[config.mk]
export PLATFORM = sky130hd
export DESIGN_NAME = and4_bist_ctrl
export DESIGN_NICKNAME = d
export VERILOG_FILES = /design/src/rtl/and4_bist_pkg.sv /design/src/rtl/and4_bist_vecgen.sv /design/src/rtl/and4_bist_ctrl.sv
export SDC_FILE = /design/constraint.sdc
export NUM_CORES = 1
export LEC_CHECK = 0
export BUFFER_PORTS_ARGS = -buffer_cell sky130_fd_sc_hd__clkbuf_2
export CAP_MARGIN = 15
export CORE_MARGIN = 2
export CORE_UTILIZATION = 40
export DETAILED_ROUTE_END_ITERATION = 6
export PLACE_DENSITY_LB_ADDON = 0.1
export SKIP_CTS_REPAIR_TIMING = 1
export SKIP_LAST_GASP = 1
export SLEW_MARGIN = 5
export SYNTH_ARGS = -nofsm -noshare
export SYNTH_HDL_FRONTEND = slang
export SYNTH_SLANG_ARGS = --single-unit
[constraint.sdc]
create_clock -name clk_i -period 2 [get_ports clk_i]
set_input_delay 0.4 -clock clk_i [delete_from_list [all_inputs] [get_ports clk_i]]
set_output_delay 0.4 -clock clk_i [all_outputs]
set_load 0.005 [all_outputs]
[src/rtl/and4_bist_pkg.sv]
// Shared types and constants for the AND4 built-in self-test sequencer.
package and4_bist_pkg;

  typedef enum logic [1:0] {
    ST_IDLE   = 2'd0,
    ST_DRIVE  = 2'd1,
    ST_SAMPLE = 2'd2,
    ST_FINISH = 2'd3
  } state_e;

  localparam logic [3:0] VEC_LAST = 4'hF;
  localparam int ERR_W = 5;
  localparam logic [ERR_W-1:0] ERR_MAX = 5'd31;

  // Saturating increment for the mismatch counter.
  function automatic logic [ERR_W-1:0] err_inc(input logic [ERR_W-1:0] cnt);
    return (cnt == ERR_MAX) ? cnt : cnt + 1'b1;
  endfunction

endpackage

[src/rtl/and4_bist_vecgen.sv]
// Vector, sweep and settle counters for the AND4 BIST; vec doubles as the
// registered cell-input drive and is zero whenever the sequencer is not running.
module and4_bist_vecgen
  import and4_bist_pkg::*;
#(
  parameter int SETTLE_CYC = 2,
  parameter int REPEAT     = 1
) (
  input  logic       clk_i,
  input  logic       reset_i,
  input  logic       clear_i,
  input  logic       drive_i,
  input  logic       sample_i,
  output logic [3:0] vec_o,
  output logic       sample_now_o,
  output logic       last_vec_o
);

  localparam logic [7:0] SETTLE_LAST = 8'(SETTLE_CYC - 1);
  localparam logic [3:0] SWEEP_LAST  = 4'(REPEAT - 1);

  logic [7:0] settle_q;
  logic [3:0] vec_q;
  logic [3:0] sweep_q;

  always_ff @(posedge clk_i) begin
    if (reset_i || clear_i) begin
      settle_q <= '0;
      vec_q    <= '0;
      sweep_q  <= '0;
    end else if (drive_i) begin
      settle_q <= sample_now_o ? 8'd0 : settle_q + 8'd1;
    end else if (sample_i) begin
      // vec wraps 15 -> 0 naturally, leaving DUT_I at 0 after the final sample
      vec_q <= vec_q + 4'd1;
      if (vec_q == VEC_LAST) sweep_q <= sweep_q + 4'd1;
    end
  end

  assign sample_now_o = drive_i && (settle_q == SETTLE_LAST);
  assign last_vec_o   = (vec_q == VEC_LAST) && (sweep_q == SWEEP_LAST);
  assign vec_o        = vec_q;

endmodule

[src/rtl/and4_bist_ctrl.sv]
// AND4 BIST sequencer top: run FSM, error counting and pass/done flags.
// Optional first-failure capture is enabled with AND4_BIST_FAIL_CAPTURE_EN.
module and4_bist_ctrl
  import and4_bist_pkg::*;
#(
  parameter int SETTLE_CYC = 2,
  parameter int REPEAT     = 1
) (
  input  logic             clk_i,
  input  logic             reset_i,
  input  logic             start_i,
  input  logic             abort_i,
  output logic [3:0]       dut_i_o,
  input  logic             dut_o_i,
  output logic             busy_o,
  output logic             done_o,
  output logic             pass_o,
  output logic [ERR_W-1:0] err_cnt_o
`ifdef AND4_BIST_FAIL_CAPTURE_EN
  ,
  output logic [3:0]       fail_vec_o,
  output logic             fail_valid_o
`endif
);

  state_e           state_q;
  logic             busy_q;
  logic             done_q;
  logic             pass_q;
  logic [ERR_W-1:0] err_q;
  logic [ERR_W-1:0] err_d;
  logic [3:0]       vec;
  logic             sample_now;
  logic             last_vec;
  logic             accept;
  logic             kill;
  logic             mismatch;

  assign accept   = (state_q == ST_IDLE) && start_i && !abort_i;
  assign kill     = (state_q != ST_IDLE) && abort_i;
  assign mismatch = dut_o_i != (vec == VEC_LAST);

  always_comb begin
    err_d = err_q;
    if (mismatch) err_d = err_inc(err_q);
  end

  and4_bist_vecgen #(
    .SETTLE_CYC(SETTLE_CYC),
    .REPEAT    (REPEAT)
  ) u_vecgen (
    .clk_i       (clk_i),
    .reset_i     (reset_i),
    .clear_i     (accept || kill),
    .drive_i     (state_q == ST_DRIVE),
    .sample_i    (state_q == ST_SAMPLE),
    .vec_o       (vec),
    .sample_now_o(sample_now),
    .last_vec_o  (last_vec)
  );

  always_ff @(posedge clk_i) begin
    if (reset_i) begin
      state_q <= ST_IDLE;
      busy_q  <= 1'b0;
      done_q  <= 1'b0;
      pass_q  <= 1'b0;
      err_q   <= '0;
    end else if (kill) begin
      state_q <= ST_IDLE;
      busy_q  <= 1'b0;
      done_q  <= 1'b0;
      pass_q  <= 1'b0;
    end else begin
      case (state_q)
        ST_IDLE: begin
          done_q <= 1'b0;
          if (accept) begin
            state_q <= ST_DRIVE;
            busy_q  <= 1'b1;
            pass_q  <= 1'b0;
            err_q   <= '0;
          end
        end
        ST_DRIVE: begin
          if (sample_now) state_q <= ST_SAMPLE;
        end
        ST_SAMPLE: begin
          err_q <= err_d;
          if (last_vec) begin
            // pass reflects the count including this final sample
            state_q <= ST_FINISH;
            done_q  <= 1'b1;
            pass_q  <= (err_d == '0);
          end else begin
            state_q <= ST_DRIVE;
          end
        end
        ST_FINISH: begin
          state_q <= ST_IDLE;
          done_q  <= 1'b0;
          busy_q  <= 1'b0;
        end
        default: state_q <= ST_IDLE;
      endcase
    end
  end

`ifdef AND4_BIST_FAIL_CAPTURE_EN
  logic [3:0] fail_vec_q;
  logic       fail_valid_q;

  always_ff @(posedge clk_i) begin
    if (reset_i || accept) begin
      fail_vec_q   <= '0;
      fail_valid_q <= 1'b0;
    end else if (!kill && (state_q == ST_SAMPLE) && mismatch && !fail_valid_q) begin
      fail_vec_q   <= vec;
      fail_valid_q <= 1'b1;
    end
  end

  assign fail_vec_o   = fail_vec_q;
  assign fail_valid_o = fail_valid_q;
`endif

  assign dut_i_o   = vec;
  assign busy_o    = busy_q;
  assign done_o    = done_q;
  assign pass_o    = pass_q;
  assign err_cnt_o = err_q;

endmodule
# Word-level counts from Yosys, hierarchy flattened
# Cells that the tools add are included.
totals:
  register_bits: 26
  latch_bits: 0
  mem_bits_rw: 0
  mem_bits_ro: 0
  out_inout_bits: 12
  elab_cells: 64
  mem_count: 0
classes:
  add_sub_neg: 4
  multipliers: 0
  div: 0
  n_lt_le_gt_ge: 0
  eq_ne: 10
  shifts: 0
  n_mux: 16
  n_bitwise: 2
  reduce_logical: 24
op_table:
  columns: ["cell", "n"]
  rows:
  - ["$mux W5", 3]
  - ["$pmux W5 S2", 1]
  - ["$reduce_and A3 Y1", 3]
  - ["$add A4 B1 Y4 const B", 2]
  - ["$add A8 B1 Y8 const B", 1]
  - ["$eq A8 B1 Y1 const B", 1]
  - ["$mux W8", 1]
  - ["$pmux W2 S4", 1]
  - ["$reduce_and A2 Y1", 4]
  - ["$reduce_bool A2 Y1", 4]
  - ["$mux W2", 3]
  - ["$ne A2 B2 Y1 const B", 3]
  - ["$pmux W1 S2", 3]
  - ["$add A5 B1 Y5 const B", 1]
  - ["$eq A5 B5 Y1 const B", 1]
  - ["$logic_and A1 B1 Y1", 5]
  - ["$logic_not A5 Y1", 1]
  - ["$eq A2 B2 Y1 const B", 2]
  - ["$eq A4 B4 Y1 const B", 1]
  - ["$logic_not A4 Y1", 1]
  - ["$mux W1", 4]
  - ["$reduce_or A2 Y1", 2]
  - ["$eq A2 B1 Y1 const B", 1]
  - ["$logic_not A2 Y1", 1]
  - ["other kinds (4)", 6]

# Logic depth before layout (Yosys ltp)
depth:
  depth_word: 6
  ltp_mapped: 8

# By module
# Synthesis repeated with hierarchy kept, for this count alone.
unflattened:
  cells_unflattened: 176
  hier_area_um2: 1530.2
modules_own_cells:
  columns: ["mod", "n_inst", "cells_each", "area_each_um2", "seq_area_each_um2"]
  rows:
  - ["and4_bist_vecgen", 1, 92, 822.0, 320.3]
  - ["and4_bist_ctrl", 1, 84, 708.2, 200.2]

# Least setup slack after synthesis
# No wires, ideal clock.
synth_path:
  kind: "reg-to-reg"
  start: "register state_q[0]"
  end: "register u_vecgen.settle_q[3]"
  setup_ns: 0.128
  arrival_ns: 1.434
  required_ns: 1.872
  setup_slack_ns: 0.438
  stages_incl_launch_ff: 8
  synth_period_minus_slack_ns: 1.562
  cell_sequence: "dfxtp_1 -> inv_1 -> ha_1 -> inv_1 -> a21o_1 -> a31o_1 -> clkbuf_1 -> nor2_1"
synth_via:
  elab_chain_cells: 5
  elab_cells_between_ends: 10
  cone_classes: "eq/ne (1); mux (1); reduce/logical (8)"
synth_lines:
  columns: ["item", "line_no", "rtl"]
  rows:
  - ["start, declared", "and4_bist_ctrl.sv:26", "state_e state_q;"]
  - ["start signal, assigned", "and4_bist_ctrl.sv:64", "state_q <= ST_IDLE;"]
  - ["start signal, assigned", "and4_bist_ctrl.sv:70", "state_q <= ST_IDLE;"]
  - ["start signal, assigned", "and4_bist_ctrl.sv:79", "state_q <= ST_DRIVE;"]
  - ["$logic_not A2 Y1", "and4_bist_ctrl.sv:39", "assign accept = (state_q == ST_IDLE) && start_i && !abort_i;"]
  - ["$logic_and A1 B1 Y1 (2 in a row)", "and4_bist_ctrl.sv:39", null]
  - ["$logic_or A1 B1 Y1", "and4_bist_ctrl.sv:54", ".clear_i (accept || kill),"]
  - ["$logic_or A1 B1 Y1", "and4_bist_vecgen.sv:27", "if (reset_i || clear_i) begin"]
  - ["end signal, assigned", "and4_bist_vecgen.sv:32", "settle_q <= sample_now_o ? 8'd0 : settle_q + 8'd1;"]
  - ["end, declared", "and4_bist_vecgen.sv:22", "logic [7:0] settle_q;"]
# Parallel ways exist; a longest one is shown, timed or not.
# A chain may end at the register's enable or synchronous reset.

# Final worst setup path
layout_path:
  start: "register state_q[0]"
  end: "register err_q[3], in the netlist err_cnt_o[3]"
layout_via:
  elab_chain_cells: 5
  elab_cells_between_ends: 11
  cone_classes: "eq/ne (2); mux (1); bitwise (1); reduce/logical (7)"
layout_lines:
  columns: ["item", "line_no", "rtl"]
  rows:
  - ["$logic_not A2 Y1", "and4_bist_ctrl.sv:39, and4_bist_ctrl.sv:75", null]
  - ["$logic_and A1 B1 Y1 (2 in a row)", "and4_bist_ctrl.sv:39", null]
  - ["$ne A2 B2 Y1 (no line)", null, null]
  - ["$reduce_and A3 Y1 (no line)", null, null]
  - ["end signal, assigned", "and4_bist_ctrl.sv:89", "err_q <= err_d;"]
  - ["end, declared", "and4_bist_ctrl.sv:30", "logic [ERR_W-1:0] err_q;"]
# Parallel ways exist; a longest one is shown, timed or not.

==> flow_summary.yaml <==
sta:
  fin_skew_ps: 4.59
  min_period_ps: 1840
  hold_viol: 0
  tightest_slew_ps: 384
  relSlewSlack_pct: 74.4
  fin_crit_sh_pct: 92.2
  rsz0062_at_grt: "false"
  setup_viol: 0
  finalSetupTns_ps: 0
  fmax_mhz: 542
  final-max-slew-violation-count: 0
global_route:
  grt_max_degree: 15
  grt_pass1_wl_um: 4680
  grt_use_total_pct: 14.4
  grt-ovfl-total: 0
  grt_antenna_before_repair: 0
  grt_pass1_vias: 1034
critical_path:
  cp_cell_sequence: "inv_1 -> ha_1 -> mux2i_1 -> or2_2 -> o21ba_1 -> a211oi_2"
  cp-start-kind: "flop"
  cpLargestDelayFamily: "adder cells"
  critical_path_buf_inv_count: 1
  end_kind: "flop"
  arrival_ps: 2100
  critPathRequiredTime_ps: 2250
  max_stage_delay_ps: 400
  critPathKind: "flop to flop"
  cp_slowest_cell: "ha_1"
  critical_path_peak_fanout: 11
  reg2reg_slack_ps: 160
cells_and_area:
  nFillCells: 345
  area_growth_pct: 12.6
  num_antenna_cells: 0
  nets: 197
  finalNonFillerCells: 226
  layout-drive-gt1-share_pct: 17.2
synth:
  yosys_warnings: 0
  syn-num-nets: 177
  synth.distinct_cells: 44
  ys_dominant_reg_cell: "dfxtp_1"
  syn-instance-count: 161
  synth_area_leader_cell: "dfxtp_1"
  ys_seq_area_share_pct: 36.7
  yosys-top-cells-area: "dfxtp_1 (37%), ha_1 (9.7%), nor2_1 (6.9%)"
  syn_avg_cell_area_sq_um: 8.81
  yosys.area.top_type_share_pct: 36.7
  async_flop_share_pct: 0
  ys_ff_latch: 26
  netlist_area_sq_um: 1420
  synth_edf_count: 0
  synth_common_cells: "dfxtp_1 (26), nor2_1 (26), ha_1 (11), a21oi_1 (9), xor2_1 (9)"
die:
  die_h_um: 63.5
  core.rowCount: 21
  die-area_sq_um: 4040
  initial_core_util_pct: 42.2
  pin_count: 17
  core-area_sq_um: 3360
  die_w_um: 63.5
clocking:
  cts_root_buf: "clkbuf_4"
  insertion_delay_ps: 320
  clockBufferDepth: 2
  clkSinkCount: 26
  cts_tree: "yes"
  path_clk_slew_ps: 140
  cts_htree_levels: 1
  cts-buffers-inserted: 3
worst_hold_path:
  hold_path_class: "primary input to flop"
power_and_ir_drop:
  vdd_drop_max_v: 0.000313
  power.leakage_nw: 0.639
  power-per-cell-area_nw_per_um2: 791
  power_mw: 1.26
run_status:
  status: "finished, final reports clean"
place:
  port_buffers: 16
  dpl.cell_count: 222
  gp_congestion: 0.838
  dpl.hpwl_um: 2130
drt:
  wirelength_um: 2780
  vias: 1153
  drt-pass1-iter-count: 4
  via_per_inst: 5.10
  ant_nets: 0
  drc: 0
  avgRoutedWirePerCell_um: 12.3
  drt_iter0_markers: 57
run:
  drv_cap: 0
through the flow:
step	setup slack [ps]	util [%]	hold slack [ps]	cell area, sq um
2_1_floorplan	438	-	465	1420
3_3_place_gp	209	46.3	496	1560
3_5_place_dp	174	46.3	497	1560
4_1_cts	152	47.4	303	1590
5_1_grt	35.8	47.5	305	1600
6_report	157	47.5	316	1600
cell families after synthesis:
family / Yosys count / share of synthesized area, %
mux: 4 / 2.91
fa+ha+maj: 11 / 9.71
simple gates: 62 / 22.9
compound gates: 32 / 14.9
buf+inv: 11 / 3.00
flops: 26 / 36.7
xor+xnor: 15 / 9.80
registers in the layout, summed over array words and instances (netlist names):
signal / flops
busy_o: 1
pass_o: 1
state_q: 2
done_o: 1
err_cnt_o: 5
u_vecgen.settle_q: 8
u_vecgen.vec_o: 4
u_vecgen.sweep_q: 4
layout by cell type, fill, tap and decap left out, types with 2 or more instances in the layout:
| master | Yosys | final |
|---|---|---|
| a31o_1 | 2 | 2 |
| mux2i_1 | 3 | 3 |
| nand3b_1 | 3 | 3 |
| nand2_1 | 7 | 7 |
| o21ai_0 | 5 | 5 |
| a21oi_1 | 9 | 9 |
| clkbuf_4 | 0 | 3 |
| a21o_1 | 2 | 2 |
| nor2_1 | 26 | 25 |
| nand3_1 | 4 | 4 |
| nor3_1 | 2 | 2 |
| xor2_1 | 9 | 9 |
| buf_4 | 0 | 2 |
| a31oi_1 | 2 | 2 |
| ha_1 | 11 | 11 |
| nand4_1 | 6 | 6 |
| inv_1 | 8 | 8 |
| nand2b_1 | 2 | 2 |
| a211oi_1 | 3 | 3 |
| xnor2_1 | 5 | 5 |
| and3_1 | 2 | 2 |
| dfxtp_1 | 26 | 26 |
| clkbuf_2 | 0 | 16 |
metal layers:
metal  vias to the layer above  wire (um)  track usage (%)
li1                        606          -                -
met1                       525       1440             19.6
met2                        20       1230             23.0
met3                         2         93             2.68
met4                         0         18             4.08
met5                         -          0                0
worst paths after layout:
check,from,endpoint,cells past startpoint
hold / removal,reset_i,err_cnt_o[3],2
setup reg to reg,state_q[0],err_cnt_o[3],6
setup / recovery,state_q[0],err_cnt_o[3],6
hold reg to reg,busy_o,busy_o,2
final cells by class:
type / instances / area [sq um] / share of cell area [%]
clock buffers: 4 / 36.3 / 2.27
repair buffers: 18 / 95.1 / 5.96
flip-flops and latches: 26 / 520 / 32.6
inverters: 8 / 30.0 / 1.88
multi-input cells: 124 / 857 / 53.7
well taps: 46 / 57.6 / 3.61
power by group:
group	switching (mW)	internal (mW)	total [mW]
logic	0.248	0.157	0.405
registers	0.0374	0.553	0.590
clock network	0.156	0.111	0.267
No activity file was read; power rests on OpenSTA's default activity.
